**src/rtl/r2sdf_seq_ctrl_if.sv**
```systemverilog
// Handshake and control bundle between the sample source, the R2SDF
// sequencer and the butterfly stages. The master modport belongs to the
// upstream source, and the slave modport belongs to the sequencer.
// Optional macro SEQ_FRAME_CNT_EN adds the 16-bit frame_cnt signal.
interface r2sdf_seq_ctrl_if #(
  parameter int N = 3
);
  logic           in_valid;
  logic           in_last;
  logic           in_ready;
  logic           adv;
  logic           ip_zero;
  logic [N*N-1:0] stage_cnt;
  logic [N-1:0]   bf_sel;
  logic           out_valid;
  logic           out_first;
  logic           out_last;
  logic           frame_err;
`ifdef SEQ_FRAME_CNT_EN
  logic [15:0]    frame_cnt;
`endif

  modport master (
    output in_valid, in_last,
    input  in_ready, adv, ip_zero, stage_cnt, bf_sel,
`ifdef SEQ_FRAME_CNT_EN
    input  frame_cnt,
`endif
    input  out_valid, out_first, out_last, frame_err
  );

  modport slave (
    input  in_valid, in_last,
    output in_ready, adv, ip_zero, stage_cnt, bf_sel,
`ifdef SEQ_FRAME_CNT_EN
    output frame_cnt,
`endif
    output out_valid, out_first, out_last, frame_err
  );
endinterface

```
**src/rtl/r2sdf_seq_ctrl.sv**
```systemverilog
// Frame sequencer for a radix-2 single-delay-feedback FFT pipeline.
// It accepts samples, produces the common stage advance enable, and keeps
// per-stage sample counts. After the final frame, it drains the pipeline
// with zero bubbles and tags each output sample as valid, first or last.
// Optional macro SEQ_FRAME_CNT_EN adds a 16-bit count of completed output frames.
module r2sdf_seq_ctrl #(
  parameter int N = 3
) (
  input logic             clk,
  input logic             rst_n,
  r2sdf_seq_ctrl_if.slave bus
);
  localparam int F = 1 << N;
  localparam int L = F - 1;

  typedef enum logic [1:0] {IDLE, RUN, DRAIN} state_t;

  state_t       state;
  state_t       state_nxt;
  logic         rdy_q;
  logic [N-1:0] idx;
  logic [L:1]   tag_v;
  logic [L:1]   tag_f;
  logic [L:1]   tag_l;
  logic [N-1:0] cnt [N];
  logic         acc;
  logic         idx_last;
  logic         last_smp;
  logic         adv_c;
  logic         ip_zero_c;

  // Position 0 of the tag chain is the live accept. Positions 1..L are registered.
  assign acc      = bus.in_valid & rdy_q;
  assign idx_last = (idx == {N{1'b1}});
  assign last_smp = acc & (bus.in_last | idx_last);

  // Next-state and advance decode: the pipeline freezes on gaps unless it is draining.
  always_comb begin
    state_nxt = state;
    adv_c     = acc;
    ip_zero_c = 1'b0;
    unique case (state)
      IDLE: begin
        if (acc) state_nxt = last_smp ? DRAIN : RUN;
      end
      RUN: begin
        if (last_smp) state_nxt = DRAIN;
      end
      DRAIN: begin
        adv_c     = 1'b1;
        ip_zero_c = ~acc;
        if (acc) state_nxt = last_smp ? DRAIN : RUN;
        else if (~|tag_v[L-1:1]) state_nxt = IDLE;
      end
      default: state_nxt = IDLE;
    endcase
  end

  // State register, accept-ready flag and in-frame sample index.
  always_ff @(posedge clk or negedge rst_n) begin
    if (!rst_n) begin
      state <= IDLE;
      rdy_q <= 1'b0;
      idx   <= '0;
    end else begin
      state <= state_nxt;
      rdy_q <= 1'b1;
      if (acc) idx <= last_smp ? '0 : idx + 1'b1;
    end
  end

  // In-flight tag chain. It shifts only when the whole pipeline advances.
  always_ff @(posedge clk or negedge rst_n) begin
    if (!rst_n) begin
      tag_v <= '0;
      tag_f <= '0;
      tag_l <= '0;
    end else if (adv_c) begin
      tag_v <= {tag_v[L-1:1], acc};
      tag_f <= {tag_f[L-1:1], acc & (idx == '0)};
      tag_l <= {tag_l[L-1:1], last_smp};
    end
  end

  // Each stage counts the advances on which a real sample reaches its input.
  for (genvar g = 0; g < N; g++) begin : g_stage
    logic inc;
    if (g == 0) begin : g_first
      assign inc = adv_c & acc;
    end else begin : g_later
      localparam int D = F - (1 << (N - g));
      assign inc = adv_c & tag_v[D];
    end

    // Local sample counter for stage g+1. It wraps naturally modulo F.
    always_ff @(posedge clk or negedge rst_n) begin
      if (!rst_n) cnt[g] <= '0;
      else if (inc) cnt[g] <= cnt[g] + 1'b1;
    end

    assign bus.stage_cnt[g*N +: N] = cnt[g];
    assign bus.bf_sel[g]           = cnt[g][N-1-g];
  end

  assign bus.in_ready  = rdy_q;
  assign bus.adv       = adv_c;
  assign bus.ip_zero   = ip_zero_c;
  assign bus.out_valid = adv_c & tag_v[L];
  assign bus.out_first = adv_c & tag_v[L] & tag_f[L];
  assign bus.out_last  = adv_c & tag_v[L] & tag_l[L];
  assign bus.frame_err = acc & (bus.in_last ^ idx_last);

`ifdef SEQ_FRAME_CNT_EN
  logic [15:0] frame_cnt_q;

  // Completed output frames, counted at each last-sample exit.
  always_ff @(posedge clk or negedge rst_n) begin
    if (!rst_n) frame_cnt_q <= '0;
    else if (adv_c & tag_v[L] & tag_l[L]) frame_cnt_q <= frame_cnt_q + 16'd1;
  end

  assign bus.frame_cnt = frame_cnt_q;
`endif
endmodule

```
**src/flat_wrapper.sv**
```systemverilog
// flat-port wrapper written by rule: the top's interface ports become plain ports
module r2sdf_seq_ctrl_flat 
#(
  parameter int N = 3
)
  (clk, rst_n, bus_in_valid, bus_in_last, bus_in_ready, bus_adv, bus_ip_zero, bus_stage_cnt, bus_bf_sel, bus_out_valid, bus_out_first, bus_out_last, bus_frame_err);
  r2sdf_seq_ctrl_if #(.N(N)) bus_i ();
  input logic clk;
  input logic rst_n;
  input wire logic [$bits(bus_i.in_valid)-1:0] bus_in_valid;
  input wire logic [$bits(bus_i.in_last)-1:0] bus_in_last;
  output wire logic [$bits(bus_i.in_ready)-1:0] bus_in_ready;
  output wire logic [$bits(bus_i.adv)-1:0] bus_adv;
  output wire logic [$bits(bus_i.ip_zero)-1:0] bus_ip_zero;
  output wire logic [$bits(bus_i.stage_cnt)-1:0] bus_stage_cnt;
  output wire logic [$bits(bus_i.bf_sel)-1:0] bus_bf_sel;
  output wire logic [$bits(bus_i.out_valid)-1:0] bus_out_valid;
  output wire logic [$bits(bus_i.out_first)-1:0] bus_out_first;
  output wire logic [$bits(bus_i.out_last)-1:0] bus_out_last;
  output wire logic [$bits(bus_i.frame_err)-1:0] bus_frame_err;
  assign bus_i.in_valid = bus_in_valid;
  assign bus_i.in_last = bus_in_last;
  assign bus_in_ready = bus_i.in_ready;
  assign bus_adv = bus_i.adv;
  assign bus_ip_zero = bus_i.ip_zero;
  assign bus_stage_cnt = bus_i.stage_cnt;
  assign bus_bf_sel = bus_i.bf_sel;
  assign bus_out_valid = bus_i.out_valid;
  assign bus_out_first = bus_i.out_first;
  assign bus_out_last = bus_i.out_last;
  assign bus_frame_err = bus_i.frame_err;
  r2sdf_seq_ctrl #(.N(N)) u_core (.clk(clk), .rst_n(rst_n), .bus(bus_i));
endmodule
```
**config.mk**
```make
export PLATFORM = sky130hd
export DESIGN_NAME = r2sdf_seq_ctrl_flat
export DESIGN_NICKNAME = d
export VERILOG_FILES = /design/src/rtl/r2sdf_seq_ctrl_if.sv /design/src/rtl/r2sdf_seq_ctrl.sv /design/src/flat_wrapper.sv
export SDC_FILE = /design/constraint.sdc
export NUM_CORES = 1
export LEC_CHECK = 0
export ABC_CLOCK_PERIOD_IN_PS = 1800
export CORE_MARGIN = 2
export CORE_UTILIZATION = 53
export DETAILED_ROUTE_END_ITERATION = 16
export PLACE_DENSITY = 0.75
export SLEW_MARGIN = 15
export SYNTH_ARGS = -nofsm -noshare
export SYNTH_HDL_FRONTEND = slang
export SYNTH_SLANG_ARGS = --single-unit
```
**constraint.sdc**
```tcl
create_clock -name clk -period 1.8 [get_ports clk]
set_input_delay 0.36 -clock clk [delete_from_list [all_inputs] [get_ports clk]]
set_output_delay 0.36 -clock clk [all_outputs]
set_load 0.02 [all_outputs]
```
# Word-level counts from Yosys, hierarchy flattened
# Index checks and enable logic that the tools add are counted.
[totals] ff_bits=36 out_inout_bits=19 elab_cells=45 in_bits=4
[classes] n_addsub=4 bitwise_logic=13 n_eq_ne=6 n_mux=9 n_reduce_logical=4
[op_table] operator="adder 3 x 1 -> 3 bit, second input constant" count=4
[op_table] operator="bitwise AND 1 bit" count=10
[op_table] operator="two-way mux 2 bit" count=5
[op_table] operator="case mux 2 bit (3 select lines)" count=1
[op_table] operator="OR reduction 6 bit" count=1
[op_table] operator="inequality test 2 x 1 -> 1 bit, second input constant" count=2
[op_table] operator="== test 3 bit, second input constant" count=1
[op_table] operator="logical NOT 3 bit" count=1
[op_table] operator="two-way mux 3 bit" count=1
[op_table] operator="inequality test 3 x 2 -> 1 bit, second input constant" count=1
[op_table] operator="AND reduction 3 bit" count=1
[op_table] operator="== test 2 x 1 -> 1 bit, second input constant" count=1
[op_table] operator="== test 2 bit, second input constant" count=1
[op_table] operator="logical NOT 2 bit" count=1
[op_table] operator="two-way mux 1 bit" count=2
[op_table] operator="inverter 1 bit" count=1
[op_table] operator="bitwise OR 1 bit" count=1
[op_table] operator="XOR 1 bit" count=1

# Logic depth before layout (Yosys ltp)
# Gate-level depths: netlist (run 1).
[logic_depth] word_depth=6 mapped_depth=6 ltp_nobuf=6

# Worst setup path after synthesis (run 1)
# OpenSTA, ideal clock, no wires.
[synth_path] path_kind="flip-flop to output port" startpoint="reg u_core.rdy_q, in the netlist u_core.bus.in_ready" endpoint="out bus_out_first" setup_slack_ns=0.250 arrival_ns=1.190 required_time_ns=1.440 path_stages_with_launch=5 path_buffers=1 cell_sequence="dfrtp_1 -> nand2_2 -> nand2_4 -> buf_6 -> and3_1"
[synth_between] elab_chain_cells=4
[synth_rtl] item="start: declaration" line_no="r2sdf_seq_ctrl.sv:20" source="logic rdy_q;"
[synth_rtl] item="start signal: assignment" line_no="r2sdf_seq_ctrl.sv:63" source="rdy_q <= 1'b0;"
[synth_rtl] item="start signal: assignment" line_no="r2sdf_seq_ctrl.sv:67" source="rdy_q <= 1'b1;"
[synth_rtl] item="bitwise AND 1 bit" line_no="r2sdf_seq_ctrl.sv:33" source="assign acc = bus.in_valid & rdy_q;"
[synth_rtl] item="two-way mux 1 bit" line_no="r2sdf_seq_ctrl.sv:42" source="unique case (state)"
[synth_rtl] item="net bus_adv" line_no="flat_wrapper.sv:13" source="output wire logic [$bits(bus_i.adv)-1:0] bus_adv;"
[synth_rtl] item="bitwise AND 1 bit (2 in series)" line_no="r2sdf_seq_ctrl.sv:109" source="assign bus.out_first = adv_c & tag_v[L] & tag_f[L];"
[synth_rtl] item="end: declaration" line_no="flat_wrapper.sv:18" source="output wire logic [$bits(bus_i.out_first)-1:0] bus_out_first;"
# The timed path passes the listed nets, and every way through them passes these cells.

# Final worst setup path (run 1)
[layout_path] startpoint="reg u_core.idx[0]" endpoint="out bus_frame_err"
[layout_between] elab_chain_cells=3
[layout_rtl] item="start: declaration" line_no="r2sdf_seq_ctrl.sv:21" source="logic [N-1:0] idx;"
[layout_rtl] item="start signal: assignment" line_no="r2sdf_seq_ctrl.sv:68" source="if (acc) idx <= last_smp ? '0 : idx + 1'b1;"
[layout_rtl] item="== test 3 bit" line_no="r2sdf_seq_ctrl.sv:34" source="assign idx_last = (idx == {N{1'b1}});"
[layout_rtl] item="XOR 1 bit" line_no="r2sdf_seq_ctrl.sv:111" source="assign bus.frame_err = acc & (bus.in_last ^ idx_last);"
[layout_rtl] item="bitwise AND 1 bit" line_no="r2sdf_seq_ctrl.sv:111"
[layout_rtl] item="end: declaration" line_no="flat_wrapper.sv:20" source="output wire logic [$bits(bus_i.frame_err)-1:0] bus_frame_err;"
# No other way between the ends.

==> results.md, run 1 <==
- Pre-antenna DRT Iters: 4
- Cells taking the most area after synthesis: sky130_fd_sc_hd__dfrtp_1 56%, sky130_fd_sc_hd__mux2_4 15%, sky130_fd_sc_hd__ha_1 5.4%, sky130_fd_sc_hd__xnor2_1 3.2%, sky130_fd_sc_hd__nand2_1 3.0%
- Gate Count Post-Synth: 121
- Tot GR Track Use: 18.1%
- Clock latency on the worst-skew pair: 0.33 ns
- Worst setup path endpoint: bus_frame_err
- Post-route DRC: 0
- Pre-CTS worst setup slack: -0.426 ns
- CTS sink count: 36
- Uppermost layer routed: met4
- Cell row count: 20
- Max Clock Freq: 512 MHz
- Max_cap viols: 0
- Post-route standard cell area excluding fillers: 1990 sq um
- Element type at the critical path end: primary output
- Buffers added on ports: 22
- RR Startpoint: u_core.bus.in_ready$_DFF_PN0_
- Max VDD drop: about 0.0010 V
- Yosys top cell area share: ~56%
- Syn. warnings: 0
- HPWL after DPL: 1.86 mm
- Area after DPL: 1910 sq um
- Critical-path maximum fanout: 2
- Synth Cell Area: approximately 1600 sq um
- Number of flops mapped to enable cells by yosys: 0
- Clock buffer count from CTS: 5
- Unique masters post-synth: 27
- Synthesized Nets: 132
- Cell type with the largest total area after synthesis: sky130_fd_sc_hd__dfrtp_1
- Final critical-path share of the clock period: 108%
- Number of global-route vias before repair: just over 1k
- Maximum clock skew at final layout: 0.00801 ns
- Count of pins on the block boundary: 23
- Count of antenna-violating nets left after detailed routing: 0
- Number of levels the H-tree was split into: 2
- Initial Utilization: 54.4%
- Most frequent cell after synthesis: sky130_fd_sc_hd__dfrtp_1
- Startpoint-to-endpoint class of the critical path: flip-flop to primary output
- Total power per unit cell area: around 1500 nW/um^2
- Post-layout min period: around 2.0 ns
- Final setup TNS: -0.151 ns
- Mean instance size in the synthesized netlist: 13.4 sq um
- Reg clk slew, reported paths: 0.10 ns
- Die area: 3510 sq um
- Root buffer selected by CTS: sky130_fd_sc_hd__clkbuf_4
- R2r endpoint: u_core.bus.bf_sel[1]$_DFFE_PN0P_
- Antenna violations before repair: 0
- Clock tree from TritonCTS: built
- Register area share after synthesis: 55.6%
- Number of inserted diodes: 0
- Hold Crit Class: input pin to async pin
- Storage cell area: 901 sq um
- Filler cells: ~240
- Final setup violation count: 1
- Utilization after layout: approximately two thirds
- Total power of the final layout: 2.95 mW
- Final WS setup: -0.151 ns
- Wire length per cell: 14.3 um
- Violations in the final reports: negative setup slack
- Placeable core region: 2980 sq um
- Proportion of layout cells with a drive suffix above 1: 34.8%
- Detailed-routing wirelength on met1: 1.24 mm
- WL final: about 2.7 mm
- Pin count of the biggest net entering global routing: 37
- WP data arrival: 1.59 ns
- Cts-stage hold buffer count: 0
- Final hold violations: 0
- Width of the die: approximately 59 um
- Layout net count: 169
- Vertical die dimension: 59.3 um
- Share of synthesized flip-flops with an asynchronous set or reset: 100%
- Via count of the routed design: 997
- Run status: finished, violations left
- CP Data Required Time: 1.44 ns
- Drt first-iter violations: 17
- Routed via count divided by cell count: approximately 5.2
- Worst-case register-to-register setup slack: 0.33 ns
- Number of slew-limit violations in the final report: 0
- Worst Reg-to-Reg Cells: 4
- Element type at the critical path start: flip-flop
- Multi-input logic area: 686 sq um
- Setup repair after global routing missed its margin: yes
- CP startpoint: u_core.idx[0]$_DFFE_PN0P_
- Routability cong.: 0.733
- Synthesis-to-layout area growth: 22.9%
- Buffer depth of the longest clock path: 2
- Length of routed met2 wiring: 1.32 mm
- Top flip-flop cell by instance count after synthesis: sky130_fd_sc_hd__dfrtp_1
- Remaining global-route overflow: 0
- Routed length on met3: 126 um
- Pleak: 0.957 nW
- Wire length of the first global-routing pass: between 4 and 5 mm
- Most common library cells after synthesis: 36 x sky130_fd_sc_hd__dfrtp_1, 16 x sky130_fd_sc_hd__mux2_4, 13 x sky130_fd_sc_hd__nand2_1
- Synthesized flop and latch total: 36
## power breakdown
group / leakage, nW / total [mW] / internal, mW / switching, mW
Clock: 0.0281 / 0.382 / 0.144 / 0.238
Sequential: 0.436 / 1.37 / 1.13 / 0.245
Combinational: 0.493 / 1.20 / 0.704 / 0.493
Total: 0.957 / 2.95 / 1.98 / 0.977
## critical path, cell delays in order, from the launching register on
cell and delay (ns):
sky130_fd_sc_hd__dfrtp_1 0.39, sky130_fd_sc_hd__ha_2 0.21, sky130_fd_sc_hd__ha_4 0.16, sky130_fd_sc_hd__inv_2 0.06, sky130_fd_sc_hd__ha_4 0.18, sky130_fd_sc_hd__and3_4 0.14
sky130_fd_sc_hd__buf_6 0.12
## cell type report
type | instances | area share, %
Clock buffer | 6 | 2.08
Clock inverter | 1 | 0.252
Inverter | 4 | 0.755
Multi-Input combinational cell | 75 | 34.5
Sequential cell | 36 | 45.3
Tap cell | 33 | 2.08
Timing Repair Buffer | 36 | 15.1
## logic make-up after synthesis
logic type,share of synthesized area [%]
AOI/OAI and AO/OA,3.71
xor gates and xnor gates,3.25
adders and majority gates,5.41
buffers and inverters,4.02
DFF,55.6
muxes,16.2
other,0.232
and+or+nand+nor,11.5
## sequential cells by signal, summed over array words and instances, names as in the netlist
| register | cells |
|---|---|
| u_core.bus.bf_sel | 3 |
| u_core.idx | 3 |
| u_core.bus.stage_cnt | 6 |
| u_core.tag_f | 7 |
| u_core.tag_v | 7 |
| u_core.state | 2 |
| u_core.tag_l | 7 |
| u_core.bus.in_ready | 1 |
## placed cells by master (no fill, tap or decap), types with 2 or more instances in the layout
cell | netlist | routed
sky130_fd_sc_hd__and3_1 | 3 | 2
sky130_fd_sc_hd__buf_2 | 1 | 4
sky130_fd_sc_hd__buf_4 | 3 | 14
sky130_fd_sc_hd__clkbuf_4 | 0 | 5
sky130_fd_sc_hd__clkdlybuf4s50_1 | 0 | 15
sky130_fd_sc_hd__dfrtp_1 | 36 | 36
sky130_fd_sc_hd__ha_1 | 7 | 4
sky130_fd_sc_hd__ha_4 | 0 | 2
sky130_fd_sc_hd__inv_1 | 4 | 3
sky130_fd_sc_hd__mux2_2 | 2 | 2
sky130_fd_sc_hd__mux2_4 | 16 | 16
sky130_fd_sc_hd__nand2_1 | 13 | 13
sky130_fd_sc_hd__nand3_1 | 6 | 6
sky130_fd_sc_hd__nor2_1 | 4 | 4
sky130_fd_sc_hd__o211ai_1 | 2 | 2
sky130_fd_sc_hd__o21ai_0 | 4 | 4
sky130_fd_sc_hd__xnor2_1 | 6 | 6
## worst min path at each step
stage,start,endpoint,cells after the start
4_1_cts,rst_n,u_core.tag_l[5]$_DFFE_PN0N_,2
3_5_place_dp,u_core.bus.stage_cnt[5]$_DFFE_PN0P_,u_core.bus.stage_cnt[5]$_DFFE_PN0P_,1
2_1_floorplan,rst_n,u_core.bus.bf_sel[0]$_DFFE_PN0P_,0
6_report,rst_n,u_core.bus.stage_cnt[8]$_DFFE_PN0P_,2
3_3_place_gp,u_core.bus.stage_cnt[8]$_DFFE_PN0P_,u_core.bus.stage_cnt[8]$_DFFE_PN0P_,1
5_1_grt,rst_n,u_core.tag_l[5]$_DFFE_PN0N_,2
## per-layer routing
metal | vias up | track usage, %
li1 | 479 | -
met1 | 491 | 23.1
met2 | 22 | 28.4
met3 | 5 | 4.15
met4 | 0 | 9.74
met5 | - | 0
## through the flow
stage / instances / hold WS, ns
final: 191 / 0.438
after global routing: 191 / 0.477
after CTS: 190 / 0.446
after detailed placement: 181 / 0.471
after global placement: 181 / 0.459
after floorplan: 121 / 0.0644
## what timing repair did
| action | in CTS | in global routing |
|---|---|---|
| pin swaps | 2 | 2 |
| setup endpoints to repair | 6 | 4 |
| setup buffers | 2 | 1 |
| resized for setup | 28 | 4 |
No activity file was read; power rests on OpenSTA's default activity.
==> run 2: changes to the inputs <==
Settings changed: ABC_AREA set to 1, ABC_CLOCK_PERIOD_IN_PS 1800 to unset, PLACE_DENSITY 0.75 to 0.88.
==> run 2 against run 1 <==
Register-to-register slack lost 0.02 ns. Synthesized area shrank 1.0%. Sequential power is essentially flat. Sequential cell count is the same. Critical endpoint unchanged. The flow finishes with violations (design-rule violations, negative setup slack). Clock power grew 48%.
==> results.md, run 2 <==
- Run status: finished, violations left
- Violations in the final reports: design-rule violations, negative setup slack
- Synthesized flop and latch total: 36
- CP Data Required Time: 1.44 ns
- Max Clock Freq: 519 MHz
- Width of the die: 59.0 um
- Buffers added on ports: 22
- Clock latency on the worst-skew pair: 0.35 ns
- Routability cong.: 0.838
- Number of flops mapped to enable cells by yosys: 0
- Hold Crit Class: input pin to async pin
- Via count of the routed design: 1208
- Routed via count divided by cell count: a little over 5
- Element type at the critical path start: flip-flop
- Final critical-path share of the clock period: 107%
- Clock buffer count from CTS: 5
- Share of synthesized flip-flops with an asynchronous set or reset: 100%
- Wire length per cell: 13.2 um
- Root buffer selected by CTS: sky130_fd_sc_hd__clkbuf_4
- Count of pins on the block boundary: 23
- Gate Count Post-Synth: 169
- Multi-input logic area: 593 sq um
- Register area share after synthesis: 56.2%
- Setup repair after global routing missed its margin: yes
- Max VDD drop: 0.00103 V
- Tot GR Track Use: 20.8%
- Proportion of layout cells with a drive suffix above 1: around 20%
- Post-route standard cell area excluding fillers: 2010 sq um
- CP startpoint: u_core.idx[0]$_DFFE_PN0P_
- Clock tree from TritonCTS: built
- Antenna violations before repair: 0
- Cell row count: 19
- HPWL after DPL: 2.12 mm
- Max incr delay on CP: 0.40 ns
- Placeable core region: 2810 sq um
- WL final: 3.11 mm
- Most frequent standard cell in the layout excluding fill and tap cells: sky130_fd_sc_hd__nand2_1
- Final WS setup: -0.126 ns
- WP data arrival: 1.57 ns
- CTS sink count: 36
- Layout net count: 215
- Synthesized Nets: 180
- Mean instance size in the synthesized netlist: 9.48 sq um
- Count of antenna-violating nets left after detailed routing: 0
- Cell breakdown of the critical path: ha_2 > ha_4 > inv_2 > ha_4 > inv_2 > nor2_4 > buf_6
- Final setup TNS: -0.126 ns
- Area after DPL: 1880 sq um
- Post-layout min period: 1.93 ns
- Top flip-flop cell by instance count after synthesis: sky130_fd_sc_hd__dfrtp_1
- Pre-antenna DRT Iters: 10
- Final hold slack: 0.424 ns
- Element type at the critical path end: primary output
- Cells taking the most area after synthesis: sky130_fd_sc_hd__dfrtp_1 56%, sky130_fd_sc_hd__nand2_1 11%, sky130_fd_sc_hd__ha_1 5.5%, sky130_fd_sc_hd__o21ai_0 5.0%, sky130_fd_sc_hd__inv_1 4.4%
- Final setup violation count: 1
- Initial Utilization: 57.1%
- Most frequent cells in the layout: 46 x sky130_fd_sc_hd__nand2_1, 36 x sky130_fd_sc_hd__dfrtp_1, 17 x sky130_fd_sc_hd__inv_1, 16 x sky130_fd_sc_hd__o21ai_0, 15 x sky130_fd_sc_hd__buf_4
- Final hold violations: 0
- Die area: 3480 sq um
- Master of the slowest instance on the critical path: sky130_fd_sc_hd__dfrtp_1
- Synthesis-to-layout area growth: 25.1%
- Max_cap viols: 0
- Remaining global-route overflow: 0
- Pre-CTS worst setup slack: -0.452 ns
- Post-route DRC: 2
- Maximum clock skew at final layout: 0.0156 ns
- Syn. warnings: 0
- Total power of the final layout: 3.16 mW
- Startpoint-to-endpoint class of the critical path: flip-flop to primary output
- Most frequent cell after synthesis: sky130_fd_sc_hd__nand2_1
- Number of global-route vias before repair: 1182
- Number of levels the H-tree was split into: 2
- Buffer depth of the longest clock path: 2
- RR Startpoint: u_core.idx[0]$_DFFE_PN0P_
- Storage cell area: 901 sq um
- Largest registers: u_core.tag_f x7, u_core.tag_l x7, u_core.tag_v x7
- Vertical die dimension: about 59 um
- Most common library cells after synthesis: 46 x sky130_fd_sc_hd__nand2_1, 36 x sky130_fd_sc_hd__dfrtp_1, 19 x sky130_fd_sc_hd__inv_1
- Reg clk slew, reported paths: 0.11 ns
- Pin count of the biggest net entering global routing: 37
- Wire length of the first global-routing pass: roughly 5.2 mm
- Pleak: 1.03 nW
- Unique masters post-synth: 17
- Number of slew-limit violations in the final report: 0
- Total power per unit cell area: approximately 1600 nW/um^2
- Filler cells: 217
- Critical-path maximum fanout: 2
- Synth Cell Area: 1600 sq um
- Cell type with the largest total area after synthesis: sky130_fd_sc_hd__dfrtp_1
- Drt first-iter violations: 39
- Number of inserted diodes: 0
- Yosys top cell area share: approximately 56%
[run 2: cell types whose count changed after synthesis, moves of 3 or more]
cell                      delta
sky130_fd_sc_hd__mux2_4     -16
sky130_fd_sc_hd__nor2_1      +4
sky130_fd_sc_hd__inv_2       +3
sky130_fd_sc_hd__o21ai_0    +12
sky130_fd_sc_hd__and3_1      -3
sky130_fd_sc_hd__o21ai_1     +7
sky130_fd_sc_hd__nand2_1    +33
sky130_fd_sc_hd__inv_1      +15
[run 2: where the power goes]
group,switching (mW),internal [mW],leakage [nW],total (mW)
sequential,0.227,1.14,0.457,1.37
combinational,0.669,0.551,0.526,1.22
clock,0.275,0.291,0.0422,0.566
total,1.17,1.98,1.03,3.16
[run 2: metrics by stage]
step	cells	utilization [%]
after floorplan	169	-
after global placement	226	67.1
after detailed placement	226	67.1
after CTS	234	70.2
after global routing	236	71.5
final	236	71.5
[run 2: path summary, 6_finish.rpt]
path,endpoint,slack [ns],cells after the start
max reg2reg,u_core.idx[2]$_DFFE_PN0P_,0.31,9
max in group asynchronous,u_core.tag_f[5]$_DFFE_PN0N_,1.05,2
min in group clk,u_core.tag_f[4]$_DFFE_PN0N_,0.50,2
min reg2reg,u_core.tag_f[4]$_DFFE_PN0N_,0.50,2
max,bus_frame_err,-0.13,7
min,u_core.tag_v[7]$_DFFE_PN0N_,0.42,2
[run 2: layer usage]
metal | up-vias | routed length, um | track usage [%]
met5 | - | 0 | 0
met4 | 0 | 65 | 8.77
met3 | 8 | 204 | 8.08
met2 | 35 | 1590 | 32.9
met1 | 574 | 1250 | 25.7
li1 | 591 | - | -
[run 2: layout make-up]
cell class	instances	area share (%)
Sequential cell	36	44.9
Multi-Input combinational cell	104	29.6
Timing Repair Buffer	35	15.7
Inverter	22	4.12
Clock buffer	6	2.06
Tap cell	31	1.93
Clock inverter	2	1.75
[run 2: critical path, delay by kind of cell, from the launching register on]
family	cells	cell delay, ns
fa+ha+maj	3	0.55
buf+inv	3	0.25
flops	1	0.40
simple gates	1	0.03
[run 2: cells by family (layout without fill, tap and decap cells)]
logic type | after synthesis | after routing | synth area share (%)
other cells | 1 | 1 | 0.234
fa+ha+maj | 7 | 7 | 5.46
compound gates | 24 | 24 | 7.65
buf+inv | 29 | 65 | 8.98
xor+xnor | 6 | 6 | 3.28
simple gates | 66 | 66 | 18.2
flops | 36 | 36 | 56.2
[run 2: timing repair]
action,4_1_cts,5_1_grt
gates cloned,0,0
setup endpoints to repair,6,8
gates resized for setup,33,7
hold buffers,0,0
pin swaps,4,2
setup buffers,0,2
